<file path="config.mk">
export PLATFORM = sky130hd
export DESIGN_NAME = apu_audio_pwm_flat
export DESIGN_NICKNAME = d
export VERILOG_FILES = /design/src/rtl/apu_audio_pwm_if.sv /design/src/rtl/apu_audio_pwm.sv /design/src/flat_wrapper.sv
export SDC_FILE = /design/constraint.sdc
export NUM_CORES = 1
export LEC_CHECK = 0
export ABC_AREA = 1
export CAP_MARGIN = 0
export CORE_AREA = 2 2 160 162
export CTS_CLUSTER_DIAMETER = 50
export DETAILED_ROUTE_END_ITERATION = 7
export DIE_AREA = 0 0 162 164
export MAX_ROUTING_LAYER = met4
export RECOVER_POWER = 100
export REMOVE_ABC_BUFFERS = 1
export SKIP_CTS_REPAIR_TIMING = 1
export SLEW_MARGIN = 5
export SYNTH_ARGS = -nofsm -noshare
export SYNTH_HDL_FRONTEND = slang
export SYNTH_SLANG_ARGS = --single-unit
</file>
<file path="constraint.sdc">
create_clock -name clk -period 7.6 [get_ports clk]
set_input_delay 1.52 -clock clk [delete_from_list [all_inputs] [get_ports clk]]
set_output_delay 1.52 -clock clk [all_outputs]
set_load 0.01 [all_outputs]
</file>
<file path="src/rtl/apu_audio_pwm_if.sv">
// AHB-Lite slave bus bundle for the APU audio output peripheral.
interface apu_audio_pwm_if;
  logic [15:0] haddr;
  logic [1:0]  htrans;
  logic        hwrite;
  logic [2:0]  hsize;
  logic        hready;
  logic        hready_resp;
  logic        hresp;
  logic [31:0] hwdata;
  logic [31:0] hrdata;

  modport master (
    output haddr, htrans, hwrite, hsize, hready, hwdata,
    input  hready_resp, hresp, hrdata
  );

  modport slave (
    input  haddr, htrans, hwrite, hsize, hready, hwdata,
    output hready_resp, hresp, hrdata
  );
endinterface

</file>
<file path="src/rtl/apu_audio_pwm.sv">
// APU audio peripheral: AHB-Lite CSRs, frame FIFO, sample-rate divider and per-channel PWM.
// Defining APU_AUDIO_SDM_EN adds a first-order sigma-delta output mode selected by CSR.MODE.
module apu_audio_pwm #(
  parameter int N_CHAN     = 2,
  parameter int W_SAMPLE   = 8,
  parameter int FIFO_DEPTH = 8,
  parameter int W_DIV      = 12
) (
  input  logic              clk,
  input  logic              rst_n,
  apu_audio_pwm_if.slave    ahbls,
  output logic              irq,
  output logic [N_CHAN-1:0] audio_out
);
  localparam int FW = N_CHAN * W_SAMPLE;
  localparam int AW = (FIFO_DEPTH > 1) ? $clog2(FIFO_DEPTH) : 1;
  localparam int LW = AW + 1;
  localparam logic [LW-1:0] LEVEL_FULL = LW'(FIFO_DEPTH);

  logic                act_q, wr_q;
  logic [1:0]          addr_q;
  logic                en_q, irq_en_q, underrun_q, overrun_q, mode;
  logic [W_DIV-1:0]    div_q, divcnt_q;
  logic [7:0]          thresh_q;
  logic [W_SAMPLE-1:0] ctr_q;
  logic [FW-1:0]       fifo_q [FIFO_DEPTH];
  logic [AW-1:0]       rptr_q, wptr_q;
  logic [LW-1:0]       level_q;
  logic [FW-1:0]       cur_q;
  logic [N_CHAN-1:0]   out_d, audio_q;
  logic                irq_q;
  logic [31:0]         rdata;

  logic wr_csr, wr_div, wr_fifo, wr_thr, flush;
  logic tick, sample_tick, fifo_empty, fifo_full, pop, push;
  logic overrun_set, underrun_set;
  logic unused_bits;

  // Address phase is latched; the following cycle is the (zero-wait) data phase.
  always_ff @(posedge clk or negedge rst_n) begin
    if (!rst_n) begin
      act_q  <= 1'b0;
      wr_q   <= 1'b0;
      addr_q <= 2'd0;
    end else begin
      act_q <= ahbls.hready && ahbls.htrans[1];
      if (ahbls.hready && ahbls.htrans[1]) begin
        wr_q   <= ahbls.hwrite;
        addr_q <= ahbls.haddr[3:2];
      end
    end
  end

  assign wr_csr  = act_q && wr_q && (addr_q == 2'd0);
  assign wr_div  = act_q && wr_q && (addr_q == 2'd1);
  assign wr_fifo = act_q && wr_q && (addr_q == 2'd2);
  assign wr_thr  = act_q && wr_q && (addr_q == 2'd3);
  assign flush   = wr_csr && ahbls.hwdata[1];

  assign fifo_empty   = (level_q == '0);
  assign fifo_full    = (level_q == LEVEL_FULL);
  assign tick         = en_q && (ctr_q == '1);
  assign sample_tick  = tick && (divcnt_q == '0);
  assign pop          = sample_tick && !fifo_empty && !flush;
  assign push         = wr_fifo && !flush && (!fifo_full || pop);
  assign overrun_set  = wr_fifo && !flush && fifo_full && !pop;
  assign underrun_set = sample_tick && fifo_empty;

  always_ff @(posedge clk or negedge rst_n) begin
    if (!rst_n) begin
      en_q       <= 1'b0;
      irq_en_q   <= 1'b0;
      underrun_q <= 1'b0;
      overrun_q  <= 1'b0;
      div_q      <= '0;
      thresh_q   <= '0;
    end else begin
      if (wr_csr) begin
        en_q     <= ahbls.hwdata[0];
        irq_en_q <= ahbls.hwdata[2];
      end
      if (wr_div) div_q <= ahbls.hwdata[W_DIV-1:0];
      if (wr_thr) thresh_q <= ahbls.hwdata[7:0];
      // A new event wins over a simultaneous write-1-to-clear.
      if (underrun_set)                      underrun_q <= 1'b1;
      else if (wr_csr && ahbls.hwdata[8])    underrun_q <= 1'b0;
      if (overrun_set)                       overrun_q  <= 1'b1;
      else if (wr_csr && ahbls.hwdata[9])    overrun_q  <= 1'b0;
    end
  end

`ifdef APU_AUDIO_SDM_EN
  logic mode_q;
  always_ff @(posedge clk or negedge rst_n) begin
    if (!rst_n)      mode_q <= 1'b0;
    else if (wr_csr) mode_q <= ahbls.hwdata[3];
  end
  assign mode = mode_q;
`else
  assign mode = 1'b0;
`endif

  always_ff @(posedge clk or negedge rst_n) begin
    if (!rst_n) begin
      rptr_q  <= '0;
      wptr_q  <= '0;
      level_q <= '0;
      for (int i = 0; i < FIFO_DEPTH; i++) fifo_q[i] <= '0;
    end else if (flush) begin
      rptr_q  <= '0;
      wptr_q  <= '0;
      level_q <= '0;
    end else begin
      if (push) begin
        fifo_q[wptr_q] <= ahbls.hwdata[FW-1:0];
        wptr_q         <= wptr_q + 1'b1;
      end
      if (pop) rptr_q <= rptr_q + 1'b1;
      if (push && !pop)      level_q <= level_q + 1'b1;
      else if (pop && !push) level_q <= level_q - 1'b1;
    end
  end

  // Sample timing: divider advances once per PWM period; all of it parks at 0 while disabled.
  always_ff @(posedge clk or negedge rst_n) begin
    if (!rst_n) begin
      ctr_q    <= '0;
      divcnt_q <= '0;
      cur_q    <= '0;
    end else if (!en_q) begin
      ctr_q    <= '0;
      divcnt_q <= '0;
      cur_q    <= '0;
    end else begin
      ctr_q <= ctr_q + 1'b1;
      if (tick) divcnt_q <= (divcnt_q == '0) ? div_q : divcnt_q - 1'b1;
      if (pop)  cur_q <= fifo_q[rptr_q];
    end
  end

  for (genvar gi = 0; gi < N_CHAN; gi++) begin : g_chan
    logic [W_SAMPLE-1:0] cur_ch;
    logic                pwm_bit;
    assign cur_ch  = cur_q[gi*W_SAMPLE +: W_SAMPLE];
    assign pwm_bit = (ctr_q < cur_ch);
`ifdef APU_AUDIO_SDM_EN
    logic [W_SAMPLE-1:0] acc_q;
    logic [W_SAMPLE:0]   acc_d;
    assign acc_d = {1'b0, acc_q} + {1'b0, cur_ch};
    always_ff @(posedge clk or negedge rst_n) begin
      if (!rst_n) acc_q <= '0;
      else        acc_q <= en_q ? acc_d[W_SAMPLE-1:0] : '0;
    end
    assign out_d[gi] = mode ? acc_d[W_SAMPLE] : pwm_bit;
`else
    assign out_d[gi] = pwm_bit;
`endif
  end

  always_ff @(posedge clk or negedge rst_n) begin
    if (!rst_n) begin
      audio_q <= '0;
      irq_q   <= 1'b0;
    end else begin
      audio_q <= en_q ? out_d : '0;
      irq_q   <= irq_en_q && ((en_q && (8'(level_q) <= thresh_q)) || underrun_q);
    end
  end

  always_comb begin
    rdata = '0;
    if (act_q && !wr_q) begin
      case (addr_q)
        2'd0:    rdata = {8'h00, 8'(level_q), 6'h00, overrun_q, underrun_q,
                          4'h0, mode, irq_en_q, 1'b0, en_q};
        2'd1:    rdata = 32'(div_q);
        2'd3:    rdata = {24'h0, thresh_q};
        default: rdata = '0;
      endcase
    end
  end

  assign ahbls.hrdata      = rdata;
  assign ahbls.hready_resp = 1'b1;
  assign ahbls.hresp       = 1'b0;
  assign audio_out         = audio_q;
  assign irq               = irq_q;

  assign unused_bits = ^{ahbls.hsize, ahbls.haddr[15:4], ahbls.haddr[1:0],
                         ahbls.htrans[0], ahbls.hwdata};
endmodule

</file>
<file path="src/flat_wrapper.sv">
// flat-port wrapper written by rule: the top's interface ports become plain ports
module apu_audio_pwm_flat 
#(
  parameter int N_CHAN     = 2,
  parameter int W_SAMPLE   = 8,
  parameter int FIFO_DEPTH = 8,
  parameter int W_DIV      = 12
)
  (clk, rst_n, irq, audio_out, ahbls_haddr, ahbls_htrans, ahbls_hwrite, ahbls_hsize, ahbls_hready, ahbls_hwdata, ahbls_hready_resp, ahbls_hresp, ahbls_hrdata);
  apu_audio_pwm_if ahbls_i ();
  input  logic clk;
  input  logic rst_n;
  output logic irq;
  output logic [N_CHAN-1:0] audio_out;
  input wire logic [$bits(ahbls_i.haddr)-1:0] ahbls_haddr;
  input wire logic [$bits(ahbls_i.htrans)-1:0] ahbls_htrans;
  input wire logic [$bits(ahbls_i.hwrite)-1:0] ahbls_hwrite;
  input wire logic [$bits(ahbls_i.hsize)-1:0] ahbls_hsize;
  input wire logic [$bits(ahbls_i.hready)-1:0] ahbls_hready;
  input wire logic [$bits(ahbls_i.hwdata)-1:0] ahbls_hwdata;
  output wire logic [$bits(ahbls_i.hready_resp)-1:0] ahbls_hready_resp;
  output wire logic [$bits(ahbls_i.hresp)-1:0] ahbls_hresp;
  output wire logic [$bits(ahbls_i.hrdata)-1:0] ahbls_hrdata;
  assign ahbls_i.haddr = ahbls_haddr;
  assign ahbls_i.htrans = ahbls_htrans;
  assign ahbls_i.hwrite = ahbls_hwrite;
  assign ahbls_i.hsize = ahbls_hsize;
  assign ahbls_i.hready = ahbls_hready;
  assign ahbls_i.hwdata = ahbls_hwdata;
  assign ahbls_hready_resp = ahbls_i.hready_resp;
  assign ahbls_hresp = ahbls_i.hresp;
  assign ahbls_hrdata = ahbls_i.hrdata;
  apu_audio_pwm #(.N_CHAN(N_CHAN), .W_SAMPLE(W_SAMPLE), .FIFO_DEPTH(FIFO_DEPTH), .W_DIV(W_DIV)) u_core (.clk(clk), .rst_n(rst_n), .ahbls(ahbls_i), .irq(irq), .audio_out(audio_out));
endmodule
</file>
==> reports/metrics.cfg <==
[pwr]
peakVddDrop_mv = 0.143
internal_power_uw = 2510
p_sw_uw = 1140
p_comb_share_pct = 18.7
p_per_area_nw_per_um2 = 296
leakage_uw = 0.00629
pwr-share-seq_pct = 37.1
p_sw_share_pct = 31.2
p_clk_share_pct = 44.2

[place]
io_buffer_count = 41
place.gp.congestion = 0.789
place.detailed.hpwl_um = 18100

[sta]
finClkSkew_ns = 0.0271
post-route-period-util_pct = 65.7
hold_viol_final = 0
hold-worst-slack_ns = 0.462
slew_viol_final = 48
fin_crit_ns = 4.99
final.setup.tns_ns = 0
rsz0062_at_grt = no
slew_headroom_pct = -83.6
worst_pin_slew_ns = 2.75
setup_viol = 0
fmax_mhz = 200

[run_status]
status = finished with violations
violations = capacitance limit, slew limit

[synth]
async_reset_ff_share_pct = 100
synth_largest_area_cell = dfrtp_1
synth-main-ff-cell = dfrtp_1
synth_cell_type_count = 40
synth_common_cells = nand2_1 (397), dfrtp_1 (205), nand4_1 (135)
netlist_top_cells_area = dfrtp_1 (48%), nand2_1 (14%), nand4_1 (7.9%)
synth-seq-area-share_pct = 47.8
yosysTopAreaCellShare_pct = 47.8
synth_edf_count = 0
synth.avg_cell_area_um2 = 8.07
synthesis.area_um2 = 10700
yosysWarnings = 0
synthCells = 1329
synth_seq_cells = 205
yosysMostFrequentCell = nand2_1

[die]
dieWidth_um = 162
fp.coreArea_um2 = 24800
ios = 94
rows = 58
fp.dieArea_um2 = 26600
initial_core_util_pct = 43.2
die_y_um = 164

[min_path]
min_path_type = flip-flop to flip-flop

[worst_setup_path]
cp.arrival_ns = 5.37
rr_worst_depth = 9
cp_num_buf_inv = 2
reg2reg_from = u_core.en_q$_DFFE_PN0N_
rrSetupSlack_ns = 3.20
crit_type = primary input to flip-flop
cp_cell_sequence = dlygate4sd3_1 > nand2_1 > nand3_1 > nand2_4 > buf_4 > nand3_1 > nand2_1 > nand2_1
crit_path_max_incr_delay_ns = 0.78
endpoint = u_core.fifo_q[0]$_DFFE_PN0P_
timing.critical_path.from = ahbls_hwdata[1]
cp_common_cell = nand2_1
worstPathRequired_ns = 7.98
reg2reg_to = u_core.fifo_q[0]$_DFFE_PN0P_
cp_top_family = simple AND/OR/NAND/NOR gates
end_kind = flip-flop
worstSetupStartpointType = primary input
cpMaxStageDelayCell = dlygate4sd3_1
cp_max_fo = 55
cp.depth = 8

[global_route]
grt_max_degree = 142
grt_pass1_wl_um = 50200
grt_usage_pct = 24.4
grt-ovfl-total = 0
antenna_found_initial = 0
grt_pass1_vias = 9174

[layout]
seq_area_um2 = 5130
antennaDiodeCount = 0
post-route-util_pct = 49.7
fill_cells = 2456
syn_to_final_growth_pct = 15.0
fin_nets = 1408
multi_input_area_um2 = 4760
drive_above_1_share_pct = 7.70

[clock_network]
cts_buffers = 34
clk_latency_ns = 0.51
clk_pin_slew_ns = 0.05
clockBufferDepth = 3
cts_root_buf = clkbuf_16
tritoncts = done
htreeDepth = 2
clock-sinks = 205

[job]
max-cap-violations = 1

[detailed_routing]
dr_total_vias = 9360
post-route-drc-count = 0
wire_per_inst_um = 18.2
viasPerCell = 5.57
drtAntennaViolNets = 0
drt-pass1-iter-count = 5
drtIter0Drc = 753
wirelength_um = 30600

[cell usage in the layout (no fill, tap or decap), types with 2 or more instances in the layout]
cell type        Yosys  layout
clkinvlp_4           0       3
a21o_1               2       2
o211ai_1             7       7
nor3_2               1       8
xor2_1               9       9
inv_1               70      70
o21ai_0            117     117
clkinv_1             3       3
mux2_2               9       9
buf_4               23      14
clkinv_2             0       6
nand3_1             33      39
clkinv_8             0       2
dfrtp_1            205     204
conb_1               2      18
o22ai_1             30      30
clkbuf_1            51       5
o21a_1               2       2
dlygate4sd3_1        0      29
nand4_1            135     135
clkdlybuf4s50_1      0      11
nand2_1            397     398
clkbuf_8             0       5
clkbuf_16            0      35
inv_2                3       3
a21oi_1             25      25
clkinv_4             0       2
nor3_1              13       5
nor4_1               4       4
o221ai_1             9       9
nor2_1              95      95
nor2_2               4       4
bufinv_16            0       5
ha_1                25      25
[state kept, by name (all words and copies together) (netlist names), 2 cells and up]
name              cells
u_core.addr_q         2
u_core.rptr_q         3
u_core.div_q         12
u_core.divcnt_q      12
u_core.audio_out      2
u_core.wptr_q         3
u_core.thresh_q       8
u_core.level_q        4
u_core.ctr_q          8
u_core.fifo_q       128
u_core.cur_q         16
[layer usage]
layer	share of wire [%]	vias up	global-route usage (%)	routed length, µm
met4	1.7	0	6.15	520
met2	48	290	39.4	14600
met1	45	4567	32.6	13600
li1	-	4460	-	-
met5	0	-	-	0
met3	6.0	43	3.69	1840
[power groups by stage]
| stage | clock network (µW) | logic (µW) | registers, µW |
|---|---|---|---|
| floorplan | 0 | 413 | 1350 |
| global placement | 0 | 675 | 1370 |
| detailed placement | 0 | 692 | 1370 |
| CTS | 1640 | 695 | 1360 |
| global route | 1690 | 768 | 1380 |
| finish | 1620 | 682 | 1360 |
[worst min path at each step]
stage	start	endpoint	slack, ns	depth (start not counted)
floorplan	u_core.fifo_q[101]$_DFFE_PN0P_	u_core.fifo_q[101]$_DFFE_PN0P_	0.44	2
global placement	u_core.fifo_q[108]$_DFFE_PN0P_	u_core.fifo_q[108]$_DFFE_PN0P_	0.45	2
detailed placement	u_core.fifo_q[34]$_DFFE_PN0P_	u_core.fifo_q[34]$_DFFE_PN0P_	0.45	2
CTS	u_core.fifo_q[94]$_DFFE_PN0P_	u_core.fifo_q[94]$_DFFE_PN0P_	0.47	2
global route	u_core.fifo_q[83]$_DFFE_PN0P_	u_core.fifo_q[83]$_DFFE_PN0P_	0.48	2
finish	u_core.fifo_q[104]$_DFFE_PN0P_	u_core.fifo_q[104]$_DFFE_PN0P_	0.46	2
[final cells by class]
cell class | count | share of cell area [%]
Inverter | 76 | 2.31
Tap cell | 330 | 3.35
Multi-Input combinational cell | 950 | 38.6
Sequential cell | 205 | 41.6
Clock inverter | 19 | 2.14
Timing Repair Buffer | 58 | 4.43
Clock buffer | 42 | 7.63
[worst min-delay path: cells and delay by family (launching register included)]
family / cells / cell delay [ns]
and+or+nand+nor: 2 / 0.10
DFF: 1 / 0.33
[metrics by stage]
step	instance area, µm²	setup slack, ns	instances	total power [µW]
finish	12300	2.61	1680	3650
global placement	11200	2.64	1619	2040
CTS	12400	3.10	1680	3690
detailed placement	11200	2.57	1619	2060
global route	12300	2.29	1680	3840
floorplan	10200	1.28	1231	1760
[cell families (layout without fill, tap and decap cells)]
kind of cell / count (synthesis) / in the layout / share of synthesized area [%]
mux: 9 / 9 / 0.944
compound gates: 193 / 193 / 9.95
other cells: 2 / 18 / 0.0700
flops: 205 / 205 / 47.8
fa+ha+maj: 26 / 26 / 3.10
buf+inv: 190 / 195 / 8.46
simple gates: 694 / 694 / 28.9
xor+xnor: 10 / 10 / 0.816
Note: power is estimated with default switching activity, not from simulation.
